--- config.mk ---
export PLATFORM = sky130hd
export DESIGN_NAME = match_controller
export DESIGN_NICKNAME = d
export VERILOG_FILES = /design/src/rtl/match_controller.sv
export SDC_FILE = /design/constraint.sdc
export NUM_CORES = 1
export LEC_CHECK = 0
export CORE_ASPECT_RATIO = 0.7
export CORE_MARGIN = 4
export CORE_UTILIZATION = 30
export CTS_CLUSTER_SIZE = 30
export DETAILED_ROUTE_END_ITERATION = 12
export PLACE_DENSITY = 0.5
export SYNTH_ARGS = -nofsm -noshare
export SYNTH_HDL_FRONTEND = slang
export SYNTH_SLANG_ARGS = --single-unit
--- constraint.sdc ---
create_clock -name frame_clk -period 2.5 [get_ports frame_clk]
set_input_delay 0.625 -clock frame_clk [delete_from_list [all_inputs] [get_ports frame_clk]]
set_output_delay 0.625 -clock frame_clk [all_outputs]
set_load 0.01 [all_outputs]
--- src/rtl/match_controller.sv ---
// Game-flow controller: converts hit levels into scoring events and sequences IDLE/PLAY/RESPAWN/GAME_OVER.
// All outputs registered; an event sampled at edge k is reflected at edge k. Optional armor logic via `MATCH_ARMOR_EN.
module match_controller #(
    parameter int WIN_SCORE      = 5,
    parameter int RESPAWN_FRAMES = 120,
    parameter int ARMOR_HITS     = 3
) (
    input  logic       frame_clk,
    input  logic       Reset_n,
    input  logic       start,
    input  logic       player_1_hit,
    input  logic       player_2_hit,
    input  logic       armor_hit,
    output logic [4:0] player_1_score,
    output logic [4:0] player_2_score,
    output logic [1:0] game_state,
    output logic       freeze,
    output logic       respawn,
    output logic       p1_wins,
    output logic       p2_wins,
    output logic       armor_enabled
);

    localparam int CW = $clog2(RESPAWN_FRAMES) + 1;

    typedef enum logic [1:0] {
        ST_IDLE    = 2'd0,
        ST_PLAY    = 2'd1,
        ST_RESPAWN = 2'd2,
        ST_OVER    = 2'd3
    } state_t;

    state_t          state_q, state_d;
    logic [4:0]      p1_score_q, p1_score_d;
    logic [4:0]      p2_score_q, p2_score_d;
    logic            p1_wins_q, p1_wins_d;
    logic            p2_wins_q, p2_wins_d;
    logic            freeze_q, freeze_d;
    logic            respawn_q, respawn_d;
    logic [CW-1:0]   cnt_q, cnt_d;
    logic            start_prev_q, p1_prev_q, p2_prev_q;

    logic start_ev, p1_scores, p2_scores, match_start;

    assign start_ev  = start & ~start_prev_q;
    // player_2_hit means P1's bullet landed, so it scores for P1
    assign p1_scores = player_2_hit & ~p2_prev_q;
    assign p2_scores = player_1_hit & ~p1_prev_q;

    always_comb begin
        state_d     = state_q;
        p1_score_d  = p1_score_q;
        p2_score_d  = p2_score_q;
        p1_wins_d   = p1_wins_q;
        p2_wins_d   = p2_wins_q;
        cnt_d       = cnt_q;
        respawn_d   = 1'b0;
        match_start = 1'b0;
        case (state_q)
            ST_IDLE, ST_OVER: begin
                if (start_ev) begin
                    match_start = 1'b1;
                    p1_score_d  = 5'd0;
                    p2_score_d  = 5'd0;
                    p1_wins_d   = 1'b0;
                    p2_wins_d   = 1'b0;
                    cnt_d       = '0;
                    respawn_d   = 1'b1;
                    state_d     = ST_PLAY;
                end
            end
            ST_PLAY: begin
                if (p1_scores || p2_scores) begin
                    p1_score_d = p1_score_q + {4'd0, p1_scores};
                    p2_score_d = p2_score_q + {4'd0, p2_scores};
                    if (p1_score_d == 5'(WIN_SCORE) || p2_score_d == 5'(WIN_SCORE)) begin
                        p1_wins_d = (p1_score_d == 5'(WIN_SCORE));
                        p2_wins_d = (p2_score_d == 5'(WIN_SCORE));
                        state_d   = ST_OVER;
                    end else begin
                        cnt_d     = CW'(RESPAWN_FRAMES - 1);
                        respawn_d = 1'b1;
                        state_d   = ST_RESPAWN;
                    end
                end
            end
            ST_RESPAWN: begin
                if (cnt_q == '0) begin
                    state_d = ST_PLAY;
                end else begin
                    cnt_d = cnt_q - CW'(1);
                end
            end
            default: state_d = ST_IDLE;
        endcase
        freeze_d = (state_d != ST_PLAY);
    end

    always_ff @(posedge frame_clk or negedge Reset_n) begin
        if (!Reset_n) begin
            state_q      <= ST_IDLE;
            p1_score_q   <= 5'd0;
            p2_score_q   <= 5'd0;
            p1_wins_q    <= 1'b0;
            p2_wins_q    <= 1'b0;
            freeze_q     <= 1'b1;
            respawn_q    <= 1'b0;
            cnt_q        <= '0;
            start_prev_q <= 1'b0;
            p1_prev_q    <= 1'b0;
            p2_prev_q    <= 1'b0;
        end else begin
            state_q      <= state_d;
            p1_score_q   <= p1_score_d;
            p2_score_q   <= p2_score_d;
            p1_wins_q    <= p1_wins_d;
            p2_wins_q    <= p2_wins_d;
            freeze_q     <= freeze_d;
            respawn_q    <= respawn_d;
            cnt_q        <= cnt_d;
            start_prev_q <= start;
            p1_prev_q    <= player_1_hit;
            p2_prev_q    <= player_2_hit;
        end
    end

`ifdef MATCH_ARMOR_EN
    logic       armor_prev_q;
    logic [3:0] armor_cnt_q, armor_cnt_d;
    logic       armor_en_q, armor_en_d;
    logic       armor_ev;

    assign armor_ev = armor_hit & ~armor_prev_q;

    always_comb begin
        armor_cnt_d = armor_cnt_q;
        armor_en_d  = armor_en_q;
        if (match_start) begin
            armor_cnt_d = 4'd0;
            armor_en_d  = 1'b1;
        end else if (state_q == ST_PLAY && armor_ev && armor_en_q) begin
            armor_cnt_d = armor_cnt_q + 4'd1;
            // once removed, armor stays gone until the next match start
            if (armor_cnt_d == 4'(ARMOR_HITS)) begin
                armor_en_d = 1'b0;
            end
        end
    end

    always_ff @(posedge frame_clk or negedge Reset_n) begin
        if (!Reset_n) begin
            armor_prev_q <= 1'b0;
            armor_cnt_q  <= 4'd0;
            armor_en_q   <= 1'b0;
        end else begin
            armor_prev_q <= armor_hit;
            armor_cnt_q  <= armor_cnt_d;
            armor_en_q   <= armor_en_d;
        end
    end

    assign armor_enabled = armor_en_q;
`else
    logic unused_armor_hit;
    logic unused_match_start;
    assign unused_armor_hit   = armor_hit;
    assign unused_match_start = match_start;
    assign armor_enabled      = 1'b0;
`endif

    assign player_1_score = p1_score_q;
    assign player_2_score = p2_score_q;
    assign game_state     = state_q;
    assign freeze         = freeze_q;
    assign respawn        = respawn_q;
    assign p1_wins        = p1_wins_q;
    assign p2_wins        = p2_wins_q;

endmodule

==> flow_metrics.tcl, run 1 <==
set metrics [dict create \
    routedLengthMet1_um 2220 \
    n_antenna_cell 0 \
    topRoutingLayerUsed "met4" \
    worst_slew_pin_slew_ns 0.516 \
    grt_first_pass_wirelength_um 6960 \
    gp_routability_congestion 0.817 \
    worst_setup_path_start_kind "primary input" \
    syn_inst 180 \
    drt.antenna.violating_nets 0 \
    syn-mean-instance-area_um2 9.20 \
    routed-wl-met2_um 1610 \
    worst_slack_ns 0.280 \
    io_buffers 20 \
    flow.area_growth_from_synthesis_pct 33.1 \
    detailed_place_hpwl_um 2900 \
    regArea_um2 677 \
    clk_path_buf_depth 2 \
    finalHoldWorstSlack_ns 0.497 \
    core_region_area_um2 5290 \
    worst_ep_arrival_time_ns 2.43 \
    synth_nets 193 \
    async_reset_ff_frac 1.00 \
    yosys.area_share.xor_xnor 0.0106 \
    yosys-mux-area-fraction 0.00604 \
    fraction_of_final_layout_cells_sized_beyond_drive_strength_1 0.253 \
    post-route-period-util 0.888 \
    global_route.usage.total 0.125 \
    netlist.top_cell.by_area "dfrtp_1" \
    netlist_top_cells_area "dfrtp_1 39%, o21ai_0 5.7%, nand2_1 5.4%" \
    die_area_um2 6790 \
    die_height_um 70.2 \
    fp.dieW_um 96.8 \
    tritoncts "built" \
    multi_input_comb_area_um2 998 \
    power.density_cell_area_nw_per_um2 1100 \
    row_count 22 \
    power.static_leakage_nw 0.983 \
    vias_per_cell 4.90 \
    postSynth.topFlopCell "dfrtp_1" \
    post-route-drc-count 0 \
    cts_inserted_buffers 3 \
    layout_min_cycle_time_ns 2.22 \
    setup_viol 0 \
    routed-wl-met3_um 230 \
    clock_latency_ns 0.28 \
    antenna_found_initial 0 \
    finalClockSkew_ns 0.0154 \
    drt-initial-drc-count 72 \
    core_occupancy_in_the_finished_layout 0.417 \
    drt_wl_total_um 4080 \
    synth_top_family_by_area "simple AND/OR/NAND/NOR gates" \
    post-place-ws_ns -0.602 \
    layout_commonest_cell "dfrtp_1" \
    final_net_count 231 \
    mostFrequentLayoutCells "26 x dfrtp_1, 24 x nand2_1, 21 x buf_4, 18 x clkdlybuf4s50_1, 14 x o21ai_0" \
    total_power_mw 2.43 \
    synth_enable_flop_cells 0 \
    synth_top_area_share 0.393 \
    path_max_fanout 8 \
    max_freq_mhz 450 \
    synth_compound_area_frac 0.227 \
    clock_tree.htree_level_count 1 \
    critPathRequiredTime_ns 2.71 \
    setup_total_negative_slack_ns 0 \
    floorplan.initialDensity 0.313 \
    count_of_tritonroute_iterations_in_the_first_routing_pass 4 \
    num-fill-cells 540 \
    cts_root_buffer "clkbuf_8" \
    run_status "completed" \
    ys_ff_latch 27 \
    synth_warnings 0 \
    synth_cell_types 49 \
    grt_pass1_vias 1334 \
    wl_per_cell_um 14.1 \
    largest_net_degree_at_the_start_of_global_routing 28 \
    hp-class "primary input to register" \
    path_clk_slew_ns 0.11 \
    yosys.area_share.simple 0.241 \
    timing_max_transition_violations_final 0 \
    max_slew_margin 0.651 \
    synthesis.area_um2 1660 \
    critical_path.endpoint_type "register" \
    rsz0062_at_grt "no" \
    design.portCount 23 \
    finalHoldViolCount 0 \
    cts_num_sinks 27 \
    synth.yosys.seq_area_share 0.409 \
    grt_remaining_overflow 0 \
    max_cap_violations 0 \
    synth-adder-area-share 0.0529 \
    timing.setup.critical_path_class "primary input to register" \
    dr_total_vias 1417 \
    peakVddDrop_v 0.000508 \
]
cell type report:
class / instances / area share
timing repair buffer: 41 / 0.165
multi-input combinational: 137 / 0.453
tap: 72 / 0.0409
clock inverter: 1 / 0.00227
sequential: 27 / 0.307
clock buffer: 3 / 0.0187
inverter: 8 / 0.0136
Yosys cell counts, types with 3 or more instances:
cell and n:
nor3b_1 3, a22oi_1 3, a21o_1 3, o21ai_0 19, buf_6 3, nand2b_1 4
nand3_1 10, ha_1 7, inv_1 8, dfrtp_1 26, a31o_2 3, a21oi_1 6
nor3_1 7, nand2_1 24, nor2_1 5, a22o_1 3, nor2b_1 3, clkbuf_1 4
critical path: stages:
cell and delay (ns):
dlymetal6s2s_1 0.14, nand2b_1 0.11, inv_2 0.07, ha_4 0.16, ha_4 0.27, nor3b_4 0.04
and3_4 0.18, a31oi_4 0.19, a21oi_2 0.09, or2_4 0.32, o31ai_2 0.21
flip-flops by register name (all words and copies together), names as in the netlist:
signal          cells
respawn             1
p2_prev_q           1
freeze              1
p2_wins             1
p1_wins             1
cnt_q               8
p1_prev_q           1
game_state          2
player_1_score      5
player_2_score      5
start_prev_q        1
layer usage:
metal,global-route usage,vias up
met5,0,-
met4,0.0187,0
met3,0.0309,4
met2,0.172,32
met1,0.196,659
li1,-,722
cell families (layout without fill, tap and decap cells):
group | Yosys count | in the layout
AO/OA/AOI/OAI | 53 | 53
XOR/XNOR | 2 | 2
adder cells (fa/ha/maj) | 7 | 7
buffers and inverters | 16 | 53
flip-flops | 27 | 27
multiplexers | 1 | 1
other | 1 | 1
AND/OR/NAND/NOR | 73 | 73
path summary, 6_finish.rpt:
| check | from | end | slack (ns) | cells past startpoint |
|---|---|---|---|---|
| max | player_2_hit | cnt_q[0] | 0.28 | 11 |
| max reg2reg | cnt_q[0] | cnt_q[2] | 0.31 | 9 |
| min reg2reg | cnt_q[7] | cnt_q[7] | 0.52 | 2 |
| min in group asynchronous | Reset_n | player_1_score[2] | 0.71 | 2 |
| max in group asynchronous | Reset_n | freeze | 1.47 | 2 |
| min | player_1_hit | p1_prev_q | 0.50 | 1 |
what timing repair did:
action,4_1_cts,5_1_grt
buffers inserted,1,0
pin swaps,4,5
hold buffers,0,0
gates resized for setup,10,14
setup endpoints to repair,11,12
report_power, final:
part	switching, mW	internal (mW)	leakage [nW]
combinational	0.836	0.660	0.602
clock	0.148	0.112	0.0255
sequential	0.115	0.554	0.355
total	1.10	1.33	0.983
per-stage QoR:
stage                     instances  area, µm²
final                           289       2200
after detailed placement        284       2040
after global routing            289       2200
after floorplan                 180       1660
after CTS                       289       2150
after global placement          284       2040
Power figures use the tool's default switching activity.
==> inputs of run 2 (changes only) <==
--- a/config.mk
+++ b/config.mk
@@ -11,6 +11,7 @@
 export CTS_CLUSTER_SIZE = 30
 export DETAILED_ROUTE_END_ITERATION = 12
 export PLACE_DENSITY = 0.5
+export SLEW_MARGIN = 20
 export SYNTH_ARGS = -nofsm -noshare
 export SYNTH_HDL_FRONTEND = slang
 export SYNTH_SLANG_ARGS = --single-unit
==> results of run 2 <==
Final layout, timing and power as in run 1 (identical DEF).
